File: src/rtl/systolic_mm_param.sv
// ============================================================================
// Module   : systolic_mm_param
// Purpose  : N x N output-stationary systolic matrix multiplier C = A x B,
//            fed by a row-major operand stream and drained row-major under
//            backpressure. Optional macro SYS_MM_OUT_SAT_EN selects unsigned
//            saturation of results to OW bits instead of truncation.
// Revision : 1.0 - initial parametrised release
// ============================================================================
`default_nettype none

module systolic_mm_param #(
  parameter int N  = 4,
  parameter int DW = 8,
  parameter int AW = 20,
  parameter int OW = 8
) (
  input  logic          clk_p,
  input  logic          rst_p,
  input  logic          start_p,
  input  logic          in_valid_p,
  output logic          in_ready_p,
  input  logic [DW-1:0] in_a_p,
  input  logic [DW-1:0] in_b_p,
  output logic          out_valid_p,
  input  logic          out_ready_p,
  output logic [OW-1:0] out_c_p,
  output logic          busy_p,
  output logic          done_p
);

  localparam int C_NN    = N * N;
  localparam int C_KW    = $clog2(C_NN);
  localparam int C_TW    = $clog2(3 * N - 1);
  localparam int C_TLAST = 3 * N - 2;
`ifdef SYS_MM_OUT_SAT_EN
  localparam int C_SW = AW;
`else
  localparam int C_SW = OW;
`endif

  typedef enum logic [1:0] {
    S_IDLE    = 2'd0,
    S_LOAD    = 2'd1,
    S_COMPUTE = 2'd2,
    S_DRAIN   = 2'd3
  } state_t;

  state_t            state_q, state_d;
  logic [C_KW-1:0]   k_q, k_d;
  logic [C_KW-1:0]   m_q, m_d;
  logic [C_TW-1:0]   t_q, t_d;

  logic [DW-1:0]     a_buf_q [C_NN];
  logic [DW-1:0]     b_buf_q [C_NN];

  logic [DW-1:0]     w_edge_a [N];
  logic [DW-1:0]     w_edge_b [N];
  logic [DW-1:0]     w_a_pass [N][N-1];
  logic [DW-1:0]     w_b_pass [N-1][N];
  logic [C_SW-1:0]   w_acc    [C_NN];
  logic [C_SW-1:0]   w_sel;
  logic [OW-1:0]     w_res;
  logic              w_clear;

  assign w_clear = (state_q == S_IDLE) && start_p;

  // ---------------------------------------------------------------- control
  always_comb begin
    state_d = state_q;
    k_d     = k_q;
    t_d     = t_q;
    m_d     = m_q;
    case (state_q)
      S_IDLE: begin
        if (start_p) begin
          state_d = S_LOAD;
          k_d     = '0;
        end
      end
      S_LOAD: begin
        if (in_valid_p) begin
          k_d = k_q + 1'b1;
          if (k_q == C_KW'(C_NN - 1)) begin
            state_d = S_COMPUTE;
            t_d     = '0;
          end
        end
      end
      S_COMPUTE: begin
        t_d = t_q + 1'b1;
        if (t_q == C_TW'(C_TLAST)) begin
          state_d = S_DRAIN;
          m_d     = '0;
        end
      end
      S_DRAIN: begin
        if (out_ready_p) begin
          m_d = m_q + 1'b1;
          if (m_q == C_KW'(C_NN - 1)) begin
            state_d = S_IDLE;
          end
        end
      end
      default: state_d = S_IDLE;
    endcase
  end

  always_ff @(posedge clk_p) begin
    if (rst_p) begin
      state_q <= S_IDLE;
      k_q     <= '0;
      t_q     <= '0;
      m_q     <= '0;
      for (int i = 0; i < C_NN; i++) begin
        a_buf_q[i] <= '0;
        b_buf_q[i] <= '0;
      end
    end else begin
      state_q <= state_d;
      k_q     <= k_d;
      t_q     <= t_d;
      m_q     <= m_d;
      if ((state_q == S_LOAD) && in_valid_p) begin
        a_buf_q[k_q] <= in_a_p;
        b_buf_q[k_q] <= in_b_p;
      end
    end
  end

  // Row i of A and column j of B enter skewed by i (resp. j) cycles.
  always_comb begin
    for (int i = 0; i < N; i++) begin
      w_edge_a[i] = '0;
      w_edge_b[i] = '0;
      if ((state_q == S_COMPUTE) && (int'(t_q) >= i) && (int'(t_q) < i + N)) begin
        w_edge_a[i] = a_buf_q[C_KW'(i * N + int'(t_q) - i)];
        w_edge_b[i] = b_buf_q[C_KW'((int'(t_q) - i) * N + i)];
      end
    end
  end

  // ---------------------------------------------------------------- PE grid
  for (genvar gi = 0; gi < N; gi++) begin : g_row
    for (genvar gj = 0; gj < N; gj++) begin : g_col
      logic [DW-1:0]   w_a_in;
      logic [DW-1:0]   w_b_in;
      logic [2*DW-1:0] w_prod;
      logic [AW-1:0]   acc_q;

      if (gj == 0) begin : g_a_edge
        assign w_a_in = w_edge_a[gi];
      end else begin : g_a_link
        assign w_a_in = w_a_pass[gi][gj-1];
      end

      if (gi == 0) begin : g_b_edge
        assign w_b_in = w_edge_b[gj];
      end else begin : g_b_link
        assign w_b_in = w_b_pass[gi-1][gj];
      end

      assign w_prod = {{DW{1'b0}}, w_a_in} * {{DW{1'b0}}, w_b_in};

      always_ff @(posedge clk_p) begin
        if (rst_p || w_clear) begin
          acc_q <= '0;
        end else if (state_q == S_COMPUTE) begin
          acc_q <= acc_q + {{(AW - 2*DW){1'b0}}, w_prod};
        end
      end

      // Edge PEs have no right/lower neighbour, so they carry no pass register.
      if (gj < N - 1) begin : g_a_reg
        logic [DW-1:0] a_q;
        always_ff @(posedge clk_p) begin
          if (rst_p || w_clear) begin
            a_q <= '0;
          end else if (state_q == S_COMPUTE) begin
            a_q <= w_a_in;
          end
        end
        assign w_a_pass[gi][gj] = a_q;
      end

      if (gi < N - 1) begin : g_b_reg
        logic [DW-1:0] b_q;
        always_ff @(posedge clk_p) begin
          if (rst_p || w_clear) begin
            b_q <= '0;
          end else if (state_q == S_COMPUTE) begin
            b_q <= w_b_in;
          end
        end
        assign w_b_pass[gi][gj] = b_q;
      end

      assign w_acc[gi*N + gj] = acc_q[C_SW-1:0];
    end
  end

  // ---------------------------------------------------------------- output
  assign w_sel = w_acc[m_q];

`ifdef SYS_MM_OUT_SAT_EN
  assign w_res = (|w_sel[AW-1:OW]) ? {OW{1'b1}} : w_sel[OW-1:0];
`else
  assign w_res = w_sel;
`endif

  assign in_ready_p  = (state_q == S_LOAD);
  assign out_valid_p = (state_q == S_DRAIN);
  assign busy_p      = (state_q != S_IDLE);
  assign done_p      = (state_q == S_DRAIN) && out_ready_p && (m_q == C_KW'(C_NN - 1));
  assign out_c_p     = (state_q == S_DRAIN) ? w_res : '0;

endmodule

`default_nettype wire

File: config.mk
export PLATFORM = sky130hd
export DESIGN_NAME = systolic_mm_param
export DESIGN_NICKNAME = d
export VERILOG_FILES = /design/src/rtl/systolic_mm_param.sv
export SDC_FILE = /design/constraint.sdc
export NUM_CORES = 2
export LEC_CHECK = 0
export CORE_UTILIZATION = 40
export DETAILED_ROUTE_END_ITERATION = 16
export GPL_TIMING_DRIVEN = 1
export PLACE_DENSITY = 0.67
export RECOVER_POWER = 25
export SLEW_MARGIN = 20
export SYNTH_ARGS = -nofsm -noshare
export SYNTH_HDL_FRONTEND = slang
export SYNTH_SLANG_ARGS = --single-unit
File: constraint.sdc
create_clock -name clk_p -period 13.17 [get_ports clk_p]
set_clock_uncertainty 0.1 [all_clocks]
set_input_delay 3.951 -clock clk_p [delete_from_list [all_inputs] [get_ports clk_p]]
set_output_delay 3.951 -clock clk_p [all_outputs]
set_load 0.02 [all_outputs]
==> flow_summary_export.csv <==
group,metric,value,unit
status,status,"finished, violations left",
status,violations,"capacitance limit, slew limit",
grt,antenna_found_initial,5,
timing,setup_violations,0,
clock_tree,path_clk_slew,60,ps
cells_and_area,layout_common_cells,"573 x inv_1, 420 x and2_1, 391 x nand2_1",
pwr,internal_power,3.33,mW
detailed_routing,drt_wl_total,113,mm
pwr,pwr-share-seq,0.434,
timing,rsz0062_at_grt,"false",
detailed_routing,drcViolationCount,0,
timing,max_clock_freq,106,MHz
place,hpwl,82.6,mm
clock_tree,root_buffer,"clkbuf_16",
worst_setup_path,path_class,"in2out",
worst_setup_path,cp_max_fo,2,
synthesis,yosys.area.top_type,"edfxtp_1",
cells_and_area,drive_above_1_share,0.0875,
grt,grt_max_degree,171,
cells_and_area,mostFrequentLayoutCell,"inv_1",
timing,min_period,9450,ps
floorplanning,io_pins,33,
run,drv_cap,2,
pwr,power_density,97.7,mW/mm²
clock_tree,cts_setup_buffers,0,
worst_setup_path,critical_path.startpoint_type,"primary input",
hold_path,min_path_type,"reg2reg",
pwr,swShare,0.291,
pwr,p_comb_frac,0.171,
detailed_routing,dr_total_vias,29907,
clock_tree,clockBufferDepth,3,
detailed_routing,ant_nets,0,
synthesis,ys_seq_elements,594,
detailed_routing,via_per_inst,5.24,
synthesis,synth_area,0.0444,mm²
place,portBuffers,32,
grt,grt_usage,0.204,
floorplanning,die_width,335,µm
clock_tree,cts_hold_buffers,0,
detailed_routing,dr.pass1.iters,6,
synthesis,synth_top_area_frac,0.173,
clock_tree,clock_latency,660,ps
timing,fin_crit_sh,0.717,
timing,slew_violations,89,
grt,grt_pass1_vias,29919,
pwr,clkPwrFrac,0.395,
detailed_routing,drtIter0Drc,2532,
synthesis,synth_nets,4853,
cells_and_area,fin_nets,4774,
floorplanning,fp.coreArea,0.109,mm²
timing,relSlewSlack,-0.783,
worst_setup_path,arrival,5400,ps
clock_tree,cts_inserted_buffers,61,
timing,final.setup.tns,0,ps
synthesis,synth_top_flop_cell,"dfxtp_1",
timing,worst_pin_slew,2670,ps
timing,hold_violations,0,
cells_and_area,syn2layout_area_growth,8.18,%
synthesis,synth-async-reset-ratio,0,
synthesis,synth_warnings,0,
place,globalplace.congestion,0.871,
worst_setup_path,cp_data_required_time,9120,ps
pwr,power.total,4.69,mW
synthesis,synth-edff-count,256,
clock_tree,htreeDepth,2,
grt,overflow,0,
clock_tree,clock_sinks,594,
detailed_routing,wl_per_cell,19.8,µm
floorplanning,initial_core_util,0.405,
synthesis,netlist_instances,4255,
synthesis,yosysUniqueCellTypes,67,
floorplanning,rows,121,
worst_setup_path,critPathCaptureType,"output port",
place,post_dp_cell_area,0.0459,mm²
floorplanning,die_h,335,µm
pwr,peakVddDrop,101,µV
worst_setup_path,reg2reg_slack,5050,ps
synthesis,synthTopCellsByArea,"edfxtp_1 17%, dfxtp_1 15%, fa_1 13%, mux4_2 8.9%, ha_1 8.1%",
cells_and_area,fin_util,0.439,
clock_tree,cts_tree,"done",
floorplanning,die-area,0.112,mm²
pwr,power_leakage,19.5,nW
synthesis,postSynthAreaPerCell,10.4,µm²
cells_and_area,fin_area,0.0480,mm²
pwr,power.switching,1.37,mW
synthesis,ys_seq_area_frac,0.326,
clock_tree,cts_resized,0,
grt,grt_pass1_wl,178,mm
## per-layer routing
metal | routed length [µm] | GRT usage | up-vias
met5 | 27 | 0 | -
met4 | 2720 | 0.0497 | 4
met3 | 7820 | 0.0286 | 176
met2 | 52100 | 0.327 | 938
met1 | 50500 | 0.291 | 14997
li1 | - | - | 13792
## final cells by class
class | count | area (µm²)
Tap cell | 1476 | 1850
Clock inverter | 41 | 435
Antenna cell | 1 | 2.50
Fill cell | 10229 | 61400
Timing Repair Buffer | 73 | 603
Clock buffer | 75 | 1690
Multi-Input combinational cell | 2872 | 26800
Inverter | 574 | 2160
Sequential cell | 594 | 14500
## worst paths after layout
| check | depth (start not counted) | endpoint | start |
|---|---|---|---|
| setup / recovery | 4 | done_p | out_ready_p |
| hold / removal | 2 | g_row[3].g_col[2].g_a_reg.a_q[7]$_SDFFE_PP0N_ | g_row[3].g_col[2].g_a_reg.a_q[7]$_SDFFE_PP0N_ |
| setup reg to reg | 24 | g_row[1].g_col[0].acc_q[7]$_SDFFE_PP0N_ | t_q[0]$_SDFFE_PP0P_ |
| hold reg to reg | 2 | g_row[3].g_col[2].g_a_reg.a_q[7]$_SDFFE_PP0N_ | g_row[3].g_col[2].g_a_reg.a_q[7]$_SDFFE_PP0N_ |
## worst max-delay path, stage by stage
cell and delay, ps:
dlygate4sd3_1 550, nand4_1 130, nor2_1 150, clkdlybuf4s50_1 620
## registers in the layout (all words and copies together) (netlist names), named ones only
register                 count
a_buf_q                    128
state_q                      2
t_q                          4
g_row.g_col.acc_q          128
k_q                          4
g_row.g_col.g_b_reg.b_q     96
g_row.g_col.g_a_reg.a_q     96
m_q                          4
b_buf_q                    128
## cells by family (layout without fill, tap and decap cells)
logic type / count (synthesis) / count (layout) / share of synthesized area
xor gates and xnor gates: 285 / 285 / 0.0597
DFF: 594 / 594 / 0.326
muxes: 430 / 430 / 0.152
and+or+nand+nor: 1324 / 1324 / 0.144
buffers and inverters: 789 / 763 / 0.0716
adders and majority gates: 577 / 577 / 0.211
other: 0 / 1 / 0
AOI/OAI and AO/OA: 256 / 256 / 0.0361
## cell usage after synthesis, drive strengths merged (4+ instances only)
master	number
nand2	393
edfxtp	256
clkbuf	157
nand4	5
or2	4
dfxtp	338
a22oi	13
a21o	32
xor2	50
mux2i	234
and2	448
nand2b	7
ha	289
o21ai	28
nor2	371
mux2	7
xnor3	9
inv	574
fa	288
xnor2	226
nor2b	12
nand3	12
and3	55
mux4	189
nor3	7
a211oi	38
buf	58
a21oi	125
## power groups by stage
stage | clock network (mW) | registers, mW | logic [mW]
final | 1.85 | 2.04 | 0.803
after global routing | 1.94 | 2.04 | 0.866
after CTS | 1.87 | 2.04 | 0.808
after detailed placement | 0 | 2.08 | 0.804
after global placement | 0 | 2.07 | 0.792
after floorplan | 0 | 2.04 | 0.608
## per-stage QoR
stage               worst slack [ps]  hold WS (ps)  std cells
detailed placement              3790           386       5589
floorplan                       4740           358       4255
global placement                3790           377       5589
CTS                             3790           400       5705
finish                          3720           395       5706
global route                    3660           409       5705
No activity file was read; power rests on OpenSTA's default activity.
